File: src/rtl/rv32_pkg.sv
// rtl/rv32_pkg.sv - shared fetch-unit types, instruction encodings and width defaults
//
// Purpose: common definitions imported by fetch_unit and next_pc_sel.
// Contents:
//   DEFAULT_ADDR_WIDTH / DEFAULT_DATA_WIDTH : default PC and instruction widths
//   INSN_NOP / INSN_ECALL / INSN_EBREAK     : fixed RV32 encodings
//   fetch_state_t                           : fetch FSM state enum
package rv32_pkg;

  localparam int DEFAULT_ADDR_WIDTH = 32;
  localparam int DEFAULT_DATA_WIDTH = 32;

  // addi x0, x0, 0
  localparam logic [31:0] INSN_NOP    = 32'h0000_0013;
  localparam logic [31:0] INSN_ECALL  = 32'h0000_0073;
  localparam logic [31:0] INSN_EBREAK = 32'h0010_0073;

  typedef enum logic [1:0] {
    ST_BOOT  = 2'd0,
    ST_RUN   = 2'd1,
    ST_HALT  = 2'd2,
    ST_FAULT = 2'd3
  } fetch_state_t;

endpackage

File: src/rtl/next_pc_sel.sv
// rtl/next_pc_sel.sv - next-PC priority mux with alignment and ROM range check
//
// Purpose: pick the next fetch address (jump > branch > pc+4) and flag
// addresses that cannot be fetched (misaligned or past the end of the ROM).
// Ports:
//   i_pc              current PC
//   i_jump            unconditional redirect request
//   i_jump_target     jump destination
//   i_branch_taken    taken conditional branch
//   i_branch_target   branch destination
//   o_pc_plus4        i_pc + 4 (wraps)
//   o_next_pc         selected next PC
//   o_next_illegal    o_next_pc is misaligned or out of range
//   o_pc_illegal      i_pc itself is misaligned or out of range
module next_pc_sel
  import rv32_pkg::*;
#(
  parameter int ADDR_WIDTH = DEFAULT_ADDR_WIDTH,
  parameter int ROM_WORDS  = 31
) (
  input  logic [ADDR_WIDTH-1:0] i_pc,
  input  logic                  i_jump,
  input  logic [ADDR_WIDTH-1:0] i_jump_target,
  input  logic                  i_branch_taken,
  input  logic [ADDR_WIDTH-1:0] i_branch_target,
  output logic [ADDR_WIDTH-1:0] o_pc_plus4,
  output logic [ADDR_WIDTH-1:0] o_next_pc,
  output logic                  o_next_illegal,
  output logic                  o_pc_illegal
);

  // One extra bit so the byte limit never aliases to a small value when the
  // ROM fills the whole address space.
  localparam logic [ADDR_WIDTH:0] PC_LIMIT = (ADDR_WIDTH + 1)'(4 * ROM_WORDS);

  function automatic logic pc_illegal(input logic [ADDR_WIDTH-1:0] pc);
    return (pc[1:0] != 2'b00) || ({1'b0, pc} >= PC_LIMIT);
  endfunction

  assign o_pc_plus4 = i_pc + ADDR_WIDTH'(4);

  always_comb begin
    o_next_pc = o_pc_plus4;
    if (i_jump) begin
      o_next_pc = i_jump_target;
    end else if (i_branch_taken) begin
      o_next_pc = i_branch_target;
    end
  end

  assign o_next_illegal = pc_illegal(o_next_pc);
  assign o_pc_illegal   = pc_illegal(i_pc);

endmodule

File: src/rtl/fetch_unit.sv
// rtl/fetch_unit.sv - instruction fetch unit with BOOT/RUN/HALT/FAULT control
//
// Purpose: owns the PC, presents the fetched instruction to decode, stops on
// ECALL/EBREAK, traps on unfetchable addresses, counts cycles and retires.
// Ports:
//   clk, rst_n         clock; asynchronous active-low reset
//   stall_i            hold PC and retire count this cycle
//   jump_i/_target_i   unconditional redirect (highest priority)
//   branch_taken_i/_target_i  taken conditional branch
//   instruction_i      instruction memory data at pc_o
//   pc_o, pc_plus4_o   current PC and its link value
//   instruction_o      instruction_i when valid_o, else NOP
//   valid_o            instruction_o is executable this cycle
//   halt_o, fault_o    terminal HALT / FAULT state
//   instret_o, cycle_o 64-bit retire and cycle counters
module fetch_unit
  import rv32_pkg::*;
#(
  parameter int                    ADDR_WIDTH   = DEFAULT_ADDR_WIDTH,
  parameter int                    DATA_WIDTH   = DEFAULT_DATA_WIDTH,
  parameter logic [ADDR_WIDTH-1:0] RESET_VECTOR = '0,
  parameter int                    ROM_WORDS    = 31
) (
  input  logic                  clk,
  input  logic                  rst_n,
  input  logic                  stall_i,
  input  logic                  jump_i,
  input  logic [ADDR_WIDTH-1:0] jump_target_i,
  input  logic                  branch_taken_i,
  input  logic [ADDR_WIDTH-1:0] branch_target_i,
  input  logic [DATA_WIDTH-1:0] instruction_i,
  output logic [ADDR_WIDTH-1:0] pc_o,
  output logic [ADDR_WIDTH-1:0] pc_plus4_o,
  output logic [DATA_WIDTH-1:0] instruction_o,
  output logic                  valid_o,
  output logic                  halt_o,
  output logic                  fault_o,
  output logic [63:0]           instret_o,
  output logic [63:0]           cycle_o
);

  fetch_state_t          r_state;
  fetch_state_t          w_state_nxt;
  logic [ADDR_WIDTH-1:0] r_pc;
  logic [63:0]           r_instret;
  logic [63:0]           r_cycle;

  logic [ADDR_WIDTH-1:0] w_next_pc;
  logic [ADDR_WIDTH-1:0] w_pc_plus4;
  logic                  w_next_illegal;
  logic                  w_pc_illegal;
  logic                  w_active;
  logic                  w_system_insn;
  logic                  w_retire;

  next_pc_sel #(
    .ADDR_WIDTH (ADDR_WIDTH),
    .ROM_WORDS  (ROM_WORDS)
  ) u_next_pc_sel (
    .i_pc            (r_pc),
    .i_jump          (jump_i),
    .i_jump_target   (jump_target_i),
    .i_branch_taken  (branch_taken_i),
    .i_branch_target (branch_target_i),
    .o_pc_plus4      (w_pc_plus4),
    .o_next_pc       (w_next_pc),
    .o_next_illegal  (w_next_illegal),
    .o_pc_illegal    (w_pc_illegal)
  );

  // A stalled cycle does nothing, so stall masks ECALL detection and the
  // next-PC legality check as well as the retire.
  assign w_active      = (r_state == ST_RUN) && !stall_i;
  assign w_system_insn = (instruction_i == DATA_WIDTH'(INSN_ECALL)) ||
                         (instruction_i == DATA_WIDTH'(INSN_EBREAK));
  assign w_retire      = w_active && !w_system_insn;

  // State register
  always_ff @(posedge clk or negedge rst_n) begin
    if (!rst_n) begin
      r_state <= ST_BOOT;
    end else begin
      r_state <= w_state_nxt;
    end
  end

  // Next-state logic
  always_comb begin
    w_state_nxt = r_state;
    case (r_state)
      // The reset vector is trusted to be fetchable only if it passes the
      // same check as any other PC.
      ST_BOOT:  w_state_nxt = w_pc_illegal ? ST_FAULT : ST_RUN;
      ST_RUN: begin
        if (w_active) begin
          if (w_system_insn) begin
            w_state_nxt = ST_HALT;
          end else if (w_next_illegal) begin
            w_state_nxt = ST_FAULT;
          end
        end
      end
      ST_HALT:  w_state_nxt = ST_HALT;
      ST_FAULT: w_state_nxt = ST_FAULT;
      default:  w_state_nxt = ST_FAULT;
    endcase
  end

  // Output logic
  always_comb begin
    valid_o       = w_active;
    halt_o        = (r_state == ST_HALT);
    fault_o       = (r_state == ST_FAULT);
    instruction_o = w_active ? instruction_i : DATA_WIDTH'(INSN_NOP);
  end

  // PC and counters. A faulting redirect still retires the instruction that
  // requested it; only the PC update is suppressed.
  always_ff @(posedge clk or negedge rst_n) begin
    if (!rst_n) begin
      r_pc      <= RESET_VECTOR;
      r_instret <= '0;
      r_cycle   <= '0;
    end else begin
      r_cycle <= r_cycle + 64'd1;
      if (w_retire) begin
        r_instret <= r_instret + 64'd1;
        if (!w_next_illegal) begin
          r_pc <= w_next_pc;
        end
      end
    end
  end

  assign pc_o       = r_pc;
  assign pc_plus4_o = w_pc_plus4;
  assign instret_o  = r_instret;
  assign cycle_o    = r_cycle;

endmodule

File: config.mk
export PLATFORM = sky130hd
export DESIGN_NAME = fetch_unit
export DESIGN_NICKNAME = d
export VERILOG_FILES = /design/src/rtl/rv32_pkg.sv /design/src/rtl/next_pc_sel.sv /design/src/rtl/fetch_unit.sv
export SDC_FILE = /design/constraint.sdc
export NUM_CORES = 1
export LEC_CHECK = 0
export BUFFER_PORTS_ARGS = -buffer_cell sky130_fd_sc_hd__clkbuf_2
export CAP_MARGIN = 0
export CORE_MARGIN = 3
export CORE_UTILIZATION = 40
export CTS_CLUSTER_DIAMETER = 50
export DETAILED_ROUTE_END_ITERATION = 12
export GPL_TIMING_DRIVEN = 0
export PLACE_DENSITY = 0.7
export SLEW_MARGIN = 20
export SYNTH_ARGS = -nofsm -noshare
export SYNTH_HDL_FRONTEND = slang
export SYNTH_HIERARCHICAL = 1
export SYNTH_SLANG_ARGS = --single-unit
File: constraint.sdc
create_clock -name clk -period 5.8 [get_ports clk]
set_input_delay 0.58 -clock clk [delete_from_list [all_inputs] [get_ports clk]]
set_output_delay 0.58 -clock clk [all_outputs]
set_load 0.01 [all_outputs]
---- After elaboration in Yosys (flattened, before gate mapping) ----
Index checks and enable logic that the tools add are counted.
storage, ports and cells
  register bits ........................... 162
  bits of input ports ..................... 101
  output and inout bits ................... 227
  word-level logic and storage cells ...... 37
operators by class
  add/sub/neg operators ................... 3
  $lt $le $gt $ge ......................... 2
  eq/ne operators ......................... 7
  multiplexer cells ....................... 8
  bitwise gates (word level) .............. 1
  reductions and logical operators ........ 12
operators with widths
  kind                   number
  $add 64x1->64 const B  2
  $mux 32                3
  $ge 32x7->1 const B    2
  $add 32x3->32 const B  1
  $eq 32x21->1 const B   1
  $eq 32x7->1 const B    1
  $mux 2                 4
  $pmux 2 s4             1
  $eq 2x2->1 const B     2
  $reduce_and 2->1       2
  $reduce_bool 2->1      2
  $logic_or 1x1->1       3
  $ne 3x3->1 const B     1
  $eq 2x1->1 const B     1
  $logic_and 1x1->1      2
  $logic_not 1->1        2
  $logic_not 2->1        1
  $ne 2x2->1 const B     1
  $not 1->1              1

---- Logic depth before layout (Yosys ltp) ----
  word-level depth ........................ 9
  gate-level depth with buffers ........... 13
  mapped depth without buffers ............ 11

---- By module ----
Netlist, hierarchy kept.
modules (own cells, without submodules)
  module       instances  cells each  area each (sq um)  seq. area each (sq um)
  fetch_unit   1          654         7559.8             4053.9
  next_pc_sel  1          233         1542.7             0.0

---- Worst setup path before layout ----
OpenSTA, ideal clock, no wires.
  kind .................................... register -> register
  start point ............................. reg r_pc[7] (netlist: pc_o[7])
  end point ............................... reg r_pc[4] (netlist: pc_o[4])
  setup time .............................. 0.128 ns
  arrival ................................. 2.946 ns
  data required time ...................... 5.672 ns
  slack ................................... 2.726 ns
  stages on the path, launching flop included .. 13
  path buffers ............................ 2
  period minus slack after synthesis ...... 3.074 ns
  cells stage by stage .................... dfrtp_1 > nand4_4 > or4_4 > xnor2_1 > o21ba_2 > a31oi_1 > nand4_1 > nor4_1 > nand4_1 > nand2b_1 > clkbuf_2 > buf_4 > mux2_1
on the way
  cells in the longest elaborated chain, start to end .. 7
ends and longest elaborated chain
  item                               RTL line           source
  start, declared                    fetch_unit.sv:44   logic [ADDR_WIDTH-1:0] r_pc;
  start signal, assigned             fetch_unit.sv:129  r_pc <= w_next_pc;
  $add 32x3->32                      next_pc_sel.sv:40  assign o_pc_plus4 = i_pc + ADDR_WIDTH'(4);
  via pc_plus4_o[13]                 fetch_unit.sv:33   output logic [ADDR_WIDTH-1:0] pc_plus4_o,
  $mux 32                            next_pc_sel.sv:46  end else if (i_branch_taken) begin
  $mux 32                            next_pc_sel.sv:44  if (i_jump) begin
  via w_next_pc[13]                  fetch_unit.sv:48   logic [ADDR_WIDTH-1:0] w_next_pc;
  $ge 32x7->1                        next_pc_sel.sv:37  return (pc[1:0] != 2'b00) || ({1'b0, pc} >= PC_LIMIT);
  $logic_or 1x1->1                   next_pc_sel.sv:37
  via w_next_illegal                 fetch_unit.sv:50   logic w_next_illegal;
  $not 1->1 (no source line)         n/a
  $reduce_and 2->1 (no source line)  n/a
The timed path passes the listed nets, and every way through them passes these cells.
A chain may end at the register's enable or synchronous reset.

---- Worst setup path after layout ----
  start point ............................. reg r_pc[2] (netlist: pc_o[2])
  end point ............................... reg r_pc[4] (netlist: pc_o[4])
on the way
  cells in the longest elaborated chain, start to end .. 7
ends and longest elaborated chain
  item                               RTL line
  $add 32x3->32                      next_pc_sel.sv:40
  $mux 32                            next_pc_sel.sv:46
  $mux 32                            next_pc_sel.sv:44
  $ge 32x7->1                        next_pc_sel.sv:37
  $logic_or 1x1->1                   next_pc_sel.sv:37
  via w_next_illegal                 fetch_unit.sv:50
  $not 1->1 (no source line)         n/a
  $reduce_and 2->1 (no source line)  n/a
The timed path passes the listed nets, and every way through them passes these cells.

==> flow_summary.ini <==
[setup_path]
crit_fanout = 10
slowest_delay_ns = 0.47
r2r-start = pc_o[2]
worstSetupPathType = reg2reg
critPathLaunch = pc_o[2]
cp_data_arrival_time_ns = 4.27
crit_required_ns = 6.09
crit_chain = ha_1 -> nand3_1 -> nor4_4 -> nand4_1 -> xnor2_1 -> o32ai_1 -> o21bai_1 -> nor4_1 -> nand4_1 -> nand2b_1 -> clkbuf_2 -> buf_4 -> mux2_1
crit_path_start_kind = flop
end_kind = flop
worst_path_max_delay_cell = nor4_4
critPathMostFrequentCell = nand4_1

[timing]
finalHoldViolations = 0
finalSetupTns_ns = 0
final_max_slew_viol_count = 0
skew_ns = 0.0139
post-route-min-period_ns = 3.98
tightestPinTransition_ns = 0.916
rsz0062_at_grt = no
whs_ns = 0.0866
clock.fmax_ghz = 0.251
finalSetupViolCount = 0
fin_crit_sh_pct = 68.6
maxSlewHeadroom_pct = 38.4

[cts]
cts_resized = 0
path_clk_slew_ns = 0.07
clk_latency_ns = 0.42
root_buffer = clkbuf_16
hold_buffers = 0
cts-buffers-inserted = 17
cts_sinks = 162
cts_tree = built
post_cts.repair.setup_buffers = 0
h-tree-depth = 4
clock_path_buffers = 2

[final_layout]
syn2layout_area_growth_pct = 28.7
nets = 1339
design_area_um2 = 11700
nFillCells = 2026
final_cells = 1528
drive_gt1_share_pct = 36.2
diodes = 0

[route]
routed_wl_um = 27600
drc = 0
firstDrtPassIters = 5
post_drt_wl_per_cell_um = 18.1
via_per_inst = 5.33
vias = 8147
first_iter_violations = 468
drtAntennaViolNets = 0

[floorplanning]
die_w_um = 157
core_area_um2 = 22100
rows = 54
start_util_pct = 41.2
io_pins = 328
die_h_um = 157
fp.dieArea_um2 = 24600

[synthesis]
synth-edff-count = 0
synth_top_area_share_pct = 44.5
synth_nets = 991
yosys_warnings = 6
synth_cell_type_count = 64
syn_area_per_cell_um2 = 10.3
ys_async_sr_fraction_pct = 100
synth_seq_area_share_pct = 44.5
synth-seq-cells = 162
synth_ff_type = dfrtp_1
yosys.area.top_type = dfrtp_1
yosys-top-cells-area = dfrtp_1 45%, xnor2_1 9.8%, xor2_1 4.9%, mux2_2 4.1%, nand3_1 3.5%
mappedNetlistArea_um2 = 9100
netlist_instances = 887

[global_route]
grt_pass1_wl_um = 43000
first_global_vias = 7906
grt_overflow = 0
antenna_found_initial = 1
grt_max_degree = 68
globalRouteTotalUtil_pct = 21.9

[hold_path]
min_path_type = in2async

[status]
status = completed

[pwr]
peakVddDrop_uv = 152
leakage_nw = 6.02
power_density_nw_per_um2 = 201
power_mw = 2.35

[placement]
place_congestion = 0.896
dp_hpwl_um = 21600
dpl_cell_area_um2 = 11200
io_buffer_count = 327
dp.cells = 1496

[flow_run]
maxCapViolCount = 0
-- stage by stage --
stage               worst slack, ns  utilization [%]
floorplan                      2.73                -
global placement               1.17             50.2
detailed placement             1.91             50.5
CTS                            1.89             53.0
global route                   1.67             53.0
finish                         1.82             53.0
-- kinds of logic (layout without fill, tap and decap cells) --
kind of cell / Yosys count / count (layout) / synth area share, %
AO/OA/AOI/OAI: 53 / 53 / 4.01
XOR/XNOR: 153 / 153 / 14.7
buffers and inverters: 48 / 409 / 2.76
multiplexers: 50 / 50 / 5.97
flip-flops: 162 / 162 / 44.5
adder cells (fa/ha/maj): 3 / 3 / 0.412
AND/OR/NAND/NOR: 418 / 418 / 27.6
-- final timing paths --
path                            endpoint  slack, ns  cells past startpoint
min                          cycle_o[57]       0.09                      1
min reg2reg                instret_o[63]       0.47                      1
max                              pc_o[4]       1.82                     13
min in group clk              r_state[1]       0.40                      2
max reg2reg                      pc_o[4]       1.82                     13
max in group asynchronous        pc_o[7]       5.06                      2
-- synthesized netlist by cell type, types with 20 or more instances --
library cell    n
xnor2_1       102
nor2_1         51
and2_1         37
nand4_1        47
nand2_1        82
nand3_1        63
inv_1          20
and3_1         23
dfrtp_1       162
mux2_2         33
xor2_1         51
-- registers in the layout, summed over array words and instances, names as in the netlist --
register and count:
pc_o 32, r_state 2, instret_o 64, cycle_o 64
-- cell usage in the layout, fill, tap and decap left out, types with 6 or more instances in the layout --
cell	Yosys	routed
nor3_1	16	16
mux2_2	33	33
nand3_1	63	63
o21ai_0	17	17
nand2b_1	7	7
xor2_1	51	51
clkbuf_2	1	327
nor4_1	19	19
nand2_1	82	82
dfrtp_1	162	162
nor4_4	6	6
clkbuf_1	13	14
nand4_1	47	47
nor2_1	51	51
inv_1	20	20
clkbuf_16	0	17
and3_1	23	23
nor2b_1	8	8
and2_1	37	37
and4_1	19	19
mux2i_1	16	16
a21oi_1	6	6
xnor2_1	102	102
nor3_2	6	6
o21ai_1	6	6
-- power by group --
part	total, mW	internal (mW)	switching [mW]
clock	1.08	0.576	0.506
combinational	0.139	0.0579	0.0809
sequential	1.13	1.13	0.00322
-- critical path: cells and delay by family, from the launching register on --
| kind | cells | cell delay (ns) |
|---|---|---|
| simple gates | 6 | 1.81 |
| compound gates | 2 | 0.50 |
| flops | 1 | 0.46 |
| fa+ha+maj | 1 | 0.25 |
| buf+inv | 2 | 0.36 |
| mux | 1 | 0.31 |
| xor+xnor | 1 | 0.19 |
-- routing by layer --
layer	GRT usage [%]	part of all wire [%]
met1	29.3	43
met2	35.8	48
met3	4.84	6.9
met4	6.50	2.1
met5	0	0.047
-- cell type report --
cell class | instances | area [µm²] | share of cell area (%)
repair buffers | 329 | 1700 | 14.5
inverters | 20 | 75.1 | 0.641
clock buffers | 19 | 443 | 3.78
multi-input cells | 677 | 4800 | 40.9
plain buffers | 28 | 176 | 1.51
clock inverters | 13 | 120 | 1.03
well taps | 280 | 350 | 2.99
flip-flops and latches | 162 | 4050 | 34.6
(Power assumes the default switching activity.)
